===== config.mk =====
export PLATFORM = sky130hd
export DESIGN_NAME = lcd_row_streamer_flat
export DESIGN_NICKNAME = d
export VERILOG_FILES = /design/src/rtl/lcd_pkg.sv /design/src/rtl/lcd_row_streamer_if.sv /design/src/rtl/lcd_row_streamer_spi_byte_tx.sv /design/src/rtl/lcd_row_streamer.sv /design/src/flat_wrapper.sv
export SDC_FILE = /design/constraint.sdc
export NUM_CORES = 1
export LEC_CHECK = 0
export BUFFER_PORTS_ARGS = -buffer_cell sky130_fd_sc_hd__buf_2
export CORE_UTILIZATION = 48
export CTS_BUF_LIST = sky130_fd_sc_hd__clkbuf_16
export DETAILED_ROUTE_END_ITERATION = 10
export GPL_TIMING_DRIVEN = 0
export HOLD_SLACK_MARGIN = 0.05
export PLACE_DENSITY = 0.74
export SLEW_MARGIN = 40
export SYNTH_ARGS = -nofsm -noshare
export SYNTH_HDL_FRONTEND = slang
export SYNTH_HIERARCHICAL = 1
export SYNTH_SLANG_ARGS = --single-unit

===== constraint.sdc =====
create_clock -name clock -period 2.8 [get_ports clock]
set_input_delay 0.28 -clock clock [delete_from_list [all_inputs] [get_ports clock]]
set_output_delay 0.28 -clock clock [all_outputs]
set_load 0.02 [all_outputs]

===== src/rtl/lcd_pkg.sv =====
// Shared definitions for the LCD row streamer: panel command bytes, streamer
// states, default panel geometry and the page-window byte generator.
package lcd_pkg;

    localparam logic [7:0] CMD_CASET = 8'h2A;
    localparam logic [7:0] CMD_PASET = 8'h2B;
    localparam logic [7:0] CMD_RAMWR = 8'h2C;

    localparam int LCD_WIDTH  = 320;
    localparam int LCD_HEIGHT = 480;

    typedef enum logic [2:0] {
        ST_IDLE,
        ST_CMD_PAGE,
        ST_CMD_RAMWR,
        ST_PIXELS,
        ST_FINISH
    } streamer_state_e;

    typedef struct packed {
        logic [7:0] data;
        logic       dc;
    } spi_byte_t;

    // Page window: PASET command, then start page and end page, both equal to the row.
    function automatic spi_byte_t page_byte(input logic [2:0] idx, input logic [8:0] y);
        spi_byte_t b;
        b.dc = (idx != 3'd0);
        case (idx)
            3'd0:       b.data = CMD_PASET;
            3'd1, 3'd3: b.data = {7'd0, y[8]};
            default:    b.data = y[7:0];
        endcase
        return b;
    endfunction

endpackage


===== src/rtl/lcd_row_streamer_if.sv =====
// Renderer/row-buffer/panel signals of the row streamer. The streamer is the
// slave side; the renderer (which also owns the row buffer) is the master.
interface lcd_row_streamer_if;
    logic        start;
    logic        busy;
    logic [8:0]  yCoord;
    logic [8:0]  readAddress;
    logic [15:0] readData;
    logic        lcdCsN;
    logic        lcdDc;
    logic        lcdSclk;
    logic        lcdMosi;

    modport master (
        output start, readData,
        input  busy, yCoord, readAddress, lcdCsN, lcdDc, lcdSclk, lcdMosi
    );

    modport slave (
        input  start, readData,
        output busy, yCoord, readAddress, lcdCsN, lcdDc, lcdSclk, lcdMosi
    );
endinterface


===== src/rtl/lcd_row_streamer_spi_byte_tx.sv =====
// SPI mode-0 byte transmitter: MSB first, each bit cell is CLKDIV cycles low
// then CLKDIV cycles high, so a byte takes 16*CLKDIV cycles after load.
module spi_byte_tx #(
    parameter int CLKDIV = 2
) (
    input  logic       clock,
    input  logic       resetN,
    input  logic       load,
    input  logic [7:0] data,
    input  logic       dc,
    output logic       ready,
    output logic       sclk,
    output logic       mosi,
    output logic       dcOut
);
    localparam int DW = (CLKDIV > 1) ? $clog2(CLKDIV) : 1;
    localparam logic [DW-1:0] DIV_LAST = DW'(CLKDIV - 1);

    logic          active;
    logic [DW-1:0] divCnt;
    logic [2:0]    bitCnt;
    logic [6:0]    shiftReg;

    assign ready = ~active;

    always_ff @(posedge clock or negedge resetN) begin
        if (!resetN) begin
            active   <= 1'b0;
            divCnt   <= '0;
            bitCnt   <= '0;
            shiftReg <= '0;
            sclk     <= 1'b0;
            mosi     <= 1'b0;
            dcOut    <= 1'b0;
        end else if (!active) begin
            if (load) begin
                active   <= 1'b1;
                divCnt   <= '0;
                bitCnt   <= '0;
                mosi     <= data[7];
                shiftReg <= data[6:0];
                dcOut    <= dc;
            end
        end else if (divCnt != DIV_LAST) begin
            divCnt <= divCnt + 1'b1;
        end else begin
            divCnt <= '0;
            if (!sclk) begin
                sclk <= 1'b1;
            end else begin
                // Falling edge closes a bit cell; the next bit goes out while SCLK is low.
                sclk <= 1'b0;
                if (bitCnt == 3'd7) begin
                    active <= 1'b0;
                end else begin
                    bitCnt   <= bitCnt + 3'd1;
                    mosi     <= shiftReg[6];
                    shiftReg <= {shiftReg[5:0], 1'b0};
                end
            end
        end
    end

endmodule


===== src/rtl/lcd_row_streamer.sv =====
// Streams one rendered row from the line buffer to an ILI9341-class panel:
// page window, memory write command, then WIDTH RGB565 pixels high byte first.
module lcd_row_streamer
    import lcd_pkg::*;
#(
    parameter int WIDTH  = LCD_WIDTH,
    parameter int HEIGHT = LCD_HEIGHT,
    parameter int CLKDIV = 2
) (
    input logic                clock,
    input logic                resetN,
    lcd_row_streamer_if.slave  bus
);
    localparam int            STAGES    = 1;
    localparam logic [8:0]    LAST_ADDR = 9'(WIDTH - 1);
    localparam logic [8:0]    LAST_ROW  = 9'(HEIGHT - 1);

    streamer_state_e state_q, state_d;

    logic            busyQ, csNQ;
    logic [8:0]      yQ, rdAddr;
    logic [2:0]      byteIdx;
    logic [15:0]     pixBuf;
    logic            pixFull, hiSent, lastSent;
    logic [STAGES:0] vld_pipe;

    spi_byte_t       txReq;
    logic            txLoad, txReady, issueRead;

    assign bus.busy        = busyQ;
    assign bus.lcdCsN      = csNQ;
    assign bus.yCoord      = yQ;
    assign bus.readAddress = rdAddr;

    spi_byte_tx #(.CLKDIV(CLKDIV)) u_tx (
        .clock  (clock),
        .resetN (resetN),
        .load   (txLoad),
        .data   (txReq.data),
        .dc     (txReq.dc),
        .ready  (txReady),
        .sclk   (bus.lcdSclk),
        .mosi   (bus.lcdMosi),
        .dcOut  (bus.lcdDc)
    );

    always_ff @(posedge clock or negedge resetN) begin
        if (!resetN) state_q <= ST_IDLE;
        else         state_q <= state_d;
    end

    always_comb begin
        state_d   = state_q;
        txLoad    = 1'b0;
        txReq     = '0;
        issueRead = 1'b0;
        case (state_q)
            ST_IDLE: if (bus.start) state_d = ST_CMD_PAGE;
            ST_CMD_PAGE: if (txReady) begin
                txLoad = 1'b1;
                txReq  = page_byte(byteIdx, yQ);
                if (byteIdx == 3'd4) state_d = ST_CMD_RAMWR;
            end
            ST_CMD_RAMWR: if (txReady) begin
                txLoad     = 1'b1;
                txReq.data = CMD_RAMWR;
                issueRead  = 1'b1;
                state_d    = ST_PIXELS;
            end
            ST_PIXELS: if (txReady) begin
                if (lastSent) begin
                    state_d = ST_FINISH;
                end else if (pixFull) begin
                    txLoad     = 1'b1;
                    txReq.dc   = 1'b1;
                    txReq.data = hiSent ? pixBuf[7:0] : pixBuf[15:8];
                    // Prefetch the next pixel while this low byte shifts out.
                    issueRead  = hiSent && (rdAddr != LAST_ADDR);
                end
            end
            ST_FINISH: state_d = ST_IDLE;
            default:   state_d = ST_IDLE;
        endcase
    end

    always_ff @(posedge clock or negedge resetN) begin
        if (!resetN) begin
            busyQ    <= 1'b0;
            csNQ     <= 1'b1;
            yQ       <= '0;
            rdAddr   <= '0;
            byteIdx  <= '0;
            pixBuf   <= '0;
            pixFull  <= 1'b0;
            hiSent   <= 1'b0;
            lastSent <= 1'b0;
            vld_pipe <= '0;
        end else begin
            // Buffer data is valid the cycle after the address, so capture two edges after issue.
            vld_pipe <= {vld_pipe[STAGES-1:0], issueRead};
            if (vld_pipe[STAGES]) begin
                pixBuf  <= bus.readData;
                pixFull <= 1'b1;
            end
            case (state_q)
                ST_IDLE: if (bus.start) begin
                    busyQ    <= 1'b1;
                    csNQ     <= 1'b0;
                    byteIdx  <= '0;
                    hiSent   <= 1'b0;
                    lastSent <= 1'b0;
                    pixFull  <= 1'b0;
                end
                ST_CMD_PAGE:  if (txLoad) byteIdx <= byteIdx + 3'd1;
                ST_CMD_RAMWR: if (txLoad) rdAddr <= '0;
                ST_PIXELS: if (txLoad) begin
                    if (!hiSent) begin
                        hiSent <= 1'b1;
                    end else begin
                        hiSent  <= 1'b0;
                        pixFull <= 1'b0;
                        if (rdAddr == LAST_ADDR) lastSent <= 1'b1;
                        else                     rdAddr   <= rdAddr + 9'd1;
                    end
                end
                ST_FINISH: begin
                    busyQ <= 1'b0;
                    csNQ  <= 1'b1;
                    yQ    <= (yQ == LAST_ROW) ? 9'd0 : yQ + 9'd1;
                end
                default: ;
            endcase
        end
    end

endmodule


===== src/flat_wrapper.sv =====
// flat-port wrapper written by rule: the top's interface ports become plain ports
module lcd_row_streamer_flat import lcd_pkg::*;
#(
    parameter int WIDTH  = LCD_WIDTH,
    parameter int HEIGHT = LCD_HEIGHT,
    parameter int CLKDIV = 2
)
  (clock, resetN, bus_start, bus_readData, bus_busy, bus_yCoord, bus_readAddress, bus_lcdCsN, bus_lcdDc, bus_lcdSclk, bus_lcdMosi);
  lcd_row_streamer_if bus_i ();
  input logic clock;
  input logic resetN;
  input wire logic [$bits(bus_i.start)-1:0] bus_start;
  input wire logic [$bits(bus_i.readData)-1:0] bus_readData;
  output wire logic [$bits(bus_i.busy)-1:0] bus_busy;
  output wire logic [$bits(bus_i.yCoord)-1:0] bus_yCoord;
  output wire logic [$bits(bus_i.readAddress)-1:0] bus_readAddress;
  output wire logic [$bits(bus_i.lcdCsN)-1:0] bus_lcdCsN;
  output wire logic [$bits(bus_i.lcdDc)-1:0] bus_lcdDc;
  output wire logic [$bits(bus_i.lcdSclk)-1:0] bus_lcdSclk;
  output wire logic [$bits(bus_i.lcdMosi)-1:0] bus_lcdMosi;
  assign bus_i.start = bus_start;
  assign bus_i.readData = bus_readData;
  assign bus_busy = bus_i.busy;
  assign bus_yCoord = bus_i.yCoord;
  assign bus_readAddress = bus_i.readAddress;
  assign bus_lcdCsN = bus_i.lcdCsN;
  assign bus_lcdDc = bus_i.lcdDc;
  assign bus_lcdSclk = bus_i.lcdSclk;
  assign bus_lcdMosi = bus_i.lcdMosi;
  lcd_row_streamer #(.WIDTH(WIDTH), .HEIGHT(HEIGHT), .CLKDIV(CLKDIV)) u_core (.clock(clock), .resetN(resetN), .bus(bus_i));
endmodule

# [Yosys cells after proc, flatten, opt, wreduce, memory -nomap -nowiden]
# Index checks and enable logic that the tools add are counted.
[classes] add_sub_neg=5 bitwise_logic=1 reduce_logical=20 shifts=0 multipliers=0 n_eq_ne=26 div=0 order_cmp=0 n_mux=71
[op_table] op="$mux W9" count=7
[op_table] op="$mux W3" count=13
[op_table] op="$mux W7" count=5
[op_table] op="$mux W1" count=32
[op_table] op="$pmux W8 S3" count=1
[op_table] op="$add A9 B1 Y9 const B" count=2
[op_table] op="$eq A9 B9 Y1 const B" count=2
[op_table] op="$pmux W9 S2" count=1
[op_table] op="$ne A2 B1 Y1 const B" count=8
[op_table] op="$pmux W1 S2" count=8
[op_table] op="$pmux W8 S2" count=1
[op_table] op="$ne A2 B2 Y1 const B" count=7
[op_table] op="$pmux W3 S4" count=1
[op_table] op="$reduce_and A5 Y1" count=2
[op_table] op="$reduce_bool A2 Y1" count=5
[op_table] op="$eq A3 B2 Y1 const B" count=3
[op_table] op="$eq A3 B3 Y1 const B" count=3
[op_table] op="$ne A9 B9 Y1 const B" count=1
[op_table] op="$mux W8" count=1
[op_table] op="$add A3 B1 Y3 const B" count=2
[op_table] op="$eq A3 B1 Y1 const B" count=2
[op_table] op="$logic_not A3 Y1" count=2
[op_table] op="$pmux W3 S2" count=1
[op_table] op="$reduce_and A2 Y1" count=3
[op_table] op="other kinds (8)" count=10
[totals] ram_bits=0 mem_count=0 latch_bits=0 romBits=0 regBits=62

# [Depth between registers and ports, before layout]
[depth] word_depth=6 depth_mapped=10 depth_no_buf=8

# [Modules after synthesis]
# The synthesis kept the hierarchy.
[modules_own_cells] mod="lcd_row_streamer" area_per_inst_um2=2432.3 cells_each=231 seq_area_each_um2=1177.4 n_inst=1
[modules_own_cells] mod="spi_byte_tx" area_per_inst_um2=747.0 cells_each=53 seq_area_each_um2=375.4 n_inst=1

# [Worst setup path after synthesis]
# No wires, ideal clock.
[synth_timing] path_type="register -> register" from="register u_core.u_tx.active" to="register u_core.u_tx.shiftReg[3]" n_path_buf=3 path_slack_ps=870 t_required_ps=2675 path_stages_with_launch=11 setup_time_ps=125 period_less_slack_ps=1930 arrival_time_ps=1806 path_cell_list="dfrtp_1 buf_6 buf_6 inv_1 nand2b_2 or2_1 clkbuf_1 o22a_1 nand2_1 mux2_4 mux2_2"
[synth_between] elab_chain_len=4 word_cells_on_any_way=9 cone_classes="eq/ne: 3; mux: 4; reduce/logical: 2"
[synth_rtl] item="start: declaration" line="lcd_row_streamer_spi_byte_tx.sv:19" source="logic active;"
[synth_rtl] item="start signal: assignment" line="lcd_row_streamer_spi_byte_tx.sv:28" source="active <= 1'b0;"
[synth_rtl] item="start signal: assignment" line="lcd_row_streamer_spi_byte_tx.sv:37" source="active <= 1'b1;"
[synth_rtl] item="start signal: assignment" line="lcd_row_streamer_spi_byte_tx.sv:54" source="active <= 1'b0;"
[synth_rtl] item="$mux W1, on equally long branches" line="lcd_row_streamer.sv:70, lcd_row_streamer.sv:59, lcd_row_streamer.sv:64"
[synth_rtl] item="$pmux W1 S2" line="lcd_row_streamer.sv:57" source="case (state_q)"
[synth_rtl] item="$reduce_bool A2 Y1 (no line)"
[synth_rtl] item="$reduce_and A4 Y1 (no line)"
[synth_rtl] item="end signal: assignment" line="lcd_row_streamer_spi_byte_tx.sv:41" source="shiftReg <= data[6:0];"
[synth_rtl] item="end signal: assignment" line="lcd_row_streamer_spi_byte_tx.sv:58" source="shiftReg <= {shiftReg[5:0], 1'b0};"
[synth_rtl] item="end: declaration" line="lcd_row_streamer_spi_byte_tx.sv:22" source="logic [6:0] shiftReg;"
# Parallel ways exist; a longest one is shown, timed or not.
# A chain may end at the register's enable or synchronous reset.

# [Worst setup path after layout]
# Ends and elaborated chain as after synthesis.

==> results.sh <==
export IMPL_drtAntennaViolNets=0
export IMPL_synth_xor_area_share=0.0193
export IMPL_overflow=0
export IMPL_synth_compound_area_frac=0.129
export IMPL_first_iter_violations=199
export IMPL_hp_class="input port to flip-flop"
export IMPL_drt_met1_wl_mm=3.25
export IMPL_h_tree_depth=3
export IMPL_clkTransAtPathRegs_ns=0.06
export IMPL_hold_start="bus_readData[14]"
export IMPL_diodes=0
export IMPL_hpwl_mm=4.25
export IMPL_synth_fa_ha_area_frac=0.0236
export IMPL_worst_path_most_repeated_cell="buf_6"
export IMPL_hold_violations=0
export IMPL_reg2regPathDepth=10
export IMPL_io_pins=42
export IMPL_clock_fmax_mhz=447
export IMPL_synth_most_common_cell="dfrtp_1"
export IMPL_routedWlPerCell_um=14.9
export IMPL_crit_chain="buf_6, buf_6, inv_1, nand2b_2, or2_1, clkbuf_1, o22a_1, nand2_1, mux2_4, mux2_2"
export IMPL_synth_commonest_cells="dfrtp_1, mux2_2, nand2_1"
export IMPL_hold_slack_ns=0.179
export IMPL_ys_seq_area_frac=0.488
export IMPL_slew_headroom=0.552
export IMPL_async_reset_ff_frac=1.00
export IMPL_top_layer="met4"
export IMPL_synth_simple_area_share=0.161
export IMPL_synth_largest_area_cell="dfrtp_1"
export IMPL_rrSetupSlack_ns=0.56
export IMPL_vdd_drop_max_uv=524
export IMPL_cts_tree="yes"
export IMPL_via_per_inst=5.54
export IMPL_rsz0062_at_grt="no"
export IMPL_min_period_over_period=0.800
export IMPL_routed_wl_met3_um=185
export IMPL_power_per_cell_area_mw_per_mm2=869
export IMPL_synth_top_cell_area_share=0.480
export IMPL_clock_root_buffer="clkbuf_16"
export IMPL_grt_pass1_vias=2204
export IMPL_critPathSlowestCell="dfrtp_1"
export IMPL_hold_end="u_core/pixBuf[14]"
export IMPL_rows=29
export IMPL_ys_flop_type="dfrtp_1"
export IMPL_r2r_end="u_core/u_tx/shiftReg[3]"
export IMPL_p_leak_nw=1.89
export IMPL_arrival_ns=2.45
export IMPL_setup_viol=0
export IMPL_vias=2321
export IMPL_period_minus_slack_ns=2.24
export IMPL_synthDistinctLibCells=62
export IMPL_syn_num_nets=309
export IMPL_finClkSkew_ns=0.00602
export IMPL_start_util=0.498
export IMPL_hold_depth=2
export IMPL_synth_edff_count=0
export IMPL_synth_area_leaders="dfrtp_1, mux2_2, nand2_1"
export IMPL_die_h_um=83.4
export IMPL_r2r_start="u_core/u_tx/active"
export IMPL_synth_cell_area_mm2=0.00318
export IMPL_cts_max_path_buffers=2
export IMPL_drive_gt1_frac=0.327
export IMPL_die_area_mm2=0.00695
export IMPL_grt_total_usage=0.197
export IMPL_clock_sinks=62
export IMPL_cp_buffers_inverters=4
export IMPL_final_nets=362
export IMPL_grt_max_degree=63
export IMPL_io_buffers=41
export IMPL_startpoint_type="flip-flop"
export IMPL_place_congestion=0.758
export IMPL_path_class="flip-flop to flip-flop"
export IMPL_numCtsBuffers=9
export IMPL_route_detailed_drc=0
export IMPL_grt_pass1_wl_mm=10.7
export IMPL_first_pass_iters=4
export IMPL_fp_dieW_um=83.4
export IMPL_slowest_delay_ns=0.34
export IMPL_insertion_delay_ns=0.33
export IMPL_end_kind="flip-flop"
export IMPL_crit_family="buffers and inverters"
export IMPL_dr_wl_met2_mm=2.70
export IMPL_syn_inst=284
export IMPL_drv_cap=0
export IMPL_finalSetupTns_ns=0
export IMPL_power_mw=3.34
export IMPL_worst_pin_slew_ns=0.672
export IMPL_post_cts_resized=0
export IMPL_synthMuxAreaShare=0.143
export IMPL_synth_avg_cell_area_um2=11.2
export IMPL_wl_mm=6.26
export IMPL_worstPathRequired_ns=3.01
export IMPL_status="finished clean"
export IMPL_synth_top_family_by_area="simple AND/OR/NAND/NOR gates"
export IMPL_antenna_found_initial=0
export IMPL_synth_seq_cells=62
export IMPL_coreArea_mm2=0.00639
export IMPL_slew_viol_final=0
export IMPL_ys_warnings_count=6
export IMPL_path_max_fanout=10
export IMPL_area_growth_syn_to_layout_pct=20.9
-- how the worst max path moves through the flow --
stage / end / slack [ns] / start / cells past startpoint
5_1_grt: u_core/u_tx/shiftReg[3] / 0.39 / u_core/u_tx/active / 10
4_1_cts: u_core/u_tx/shiftReg[4] / 0.54 / u_core/u_tx/active / 9
3_5_place_dp: u_core/u_tx/shiftReg[4] / 0.56 / u_core/u_tx/active / 9
2_1_floorplan: u_core/u_tx/shiftReg[3] / 0.87 / u_core/u_tx/active / 10
6_report: u_core/u_tx/shiftReg[3] / 0.56 / u_core/u_tx/active / 10
3_3_place_gp: u_core/u_tx/shiftReg[4] / 0.58 / u_core/u_tx/active / 9
-- per-stage QoR --
step / utilization / std cells / area (um2) / worst slack, ns
after floorplan: - / 284 / 3180 / 0.870
after global placement: 0.545 / 402 / 3480 / 0.577
after detailed placement: 0.545 / 402 / 3480 / 0.559
after CTS: 0.600 / 418 / 3830 / 0.543
after global routing: 0.602 / 419 / 3840 / 0.389
final: 0.602 / 419 / 3840 / 0.561
-- report_power, final --
part	switching (mW)	total, mW	internal [mW]
logic	0.436	0.842	0.405
registers	0.136	1.21	1.07
clock network	0.415	1.29	0.873
-- per-layer routing --
metal,up-vias,track usage
li1,1138,-
met1,1123,0.291
met2,50,0.273
met3,10,0.0388
met4,0,0.0987
met5,-,0
-- registers in the layout, summed over array words and instances (netlist names) --
register and flops:
u_core/pixFull 1, u_core/u_tx/mosi 1, u_core/u_tx/dcOut 1, u_core/u_tx/bitCnt 3, u_core/u_tx/shiftReg 7, u_core/u_tx/sclk 1, u_core/state_q 3, u_core/bus.busy 1
u_core/bus.lcdCsN 1, u_core/bus.yCoord 9, u_core/bus.readAddress 9, u_core/vld_pipe 2, u_core/pixBuf 16, u_core/byteIdx 3, u_core/hiSent 1, u_core/u_tx/active 1
u_core/lastSent 1, u_core/u_tx/divCnt 1
-- area by class of cell --
class                      count  area (um2)
multi-input combinational    200        1510
tap                           77        96.3
inverter                       8        30.0
buffer                        14        83.8
clock inverter                 7         121
clock buffer                   9         225
fill                         547        2540
sequential                    62        1550
timing repair buffer          42         221
-- cells by family after synthesis --
| kind of cell | count (synthesis) |
|---|---|
| AOI/OAI and AO/OA | 61 |
| adders and majority gates | 6 |
| muxes | 40 |
| xor gates and xnor gates | 7 |
| DFF | 62 |
| buffers and inverters | 22 |
| and+or+nand+nor | 86 |
-- placed cells by master (no fill, tap or decap), types with 5 or more instances in the layout --
cell type / netlist / final
dfrtp_1: 61 / 61
buf_2: 4 / 44
mux2_2: 28 / 28
nand2_1: 24 / 24
o21ai_0: 17 / 17
a21oi_1: 12 / 12
nor2_1: 10 / 10
clkbuf_16: 0 / 9
inv_1: 8 / 8
mux2i_1: 8 / 8
a21o_1: 8 / 8
nand3_1: 8 / 8
or3_1: 6 / 6
ha_1: 6 / 6
nand2b_1: 5 / 5
xnor2_1: 5 / 5
-- repair_timing --
| action | in CTS | in global routing |
|---|---|---|
| endpoints found under the hold margin | 0 | 61 |
| hold buffers | 0 | 1 |
| setup buffers | 0 | 0 |
(Power assumes the default switching activity.)
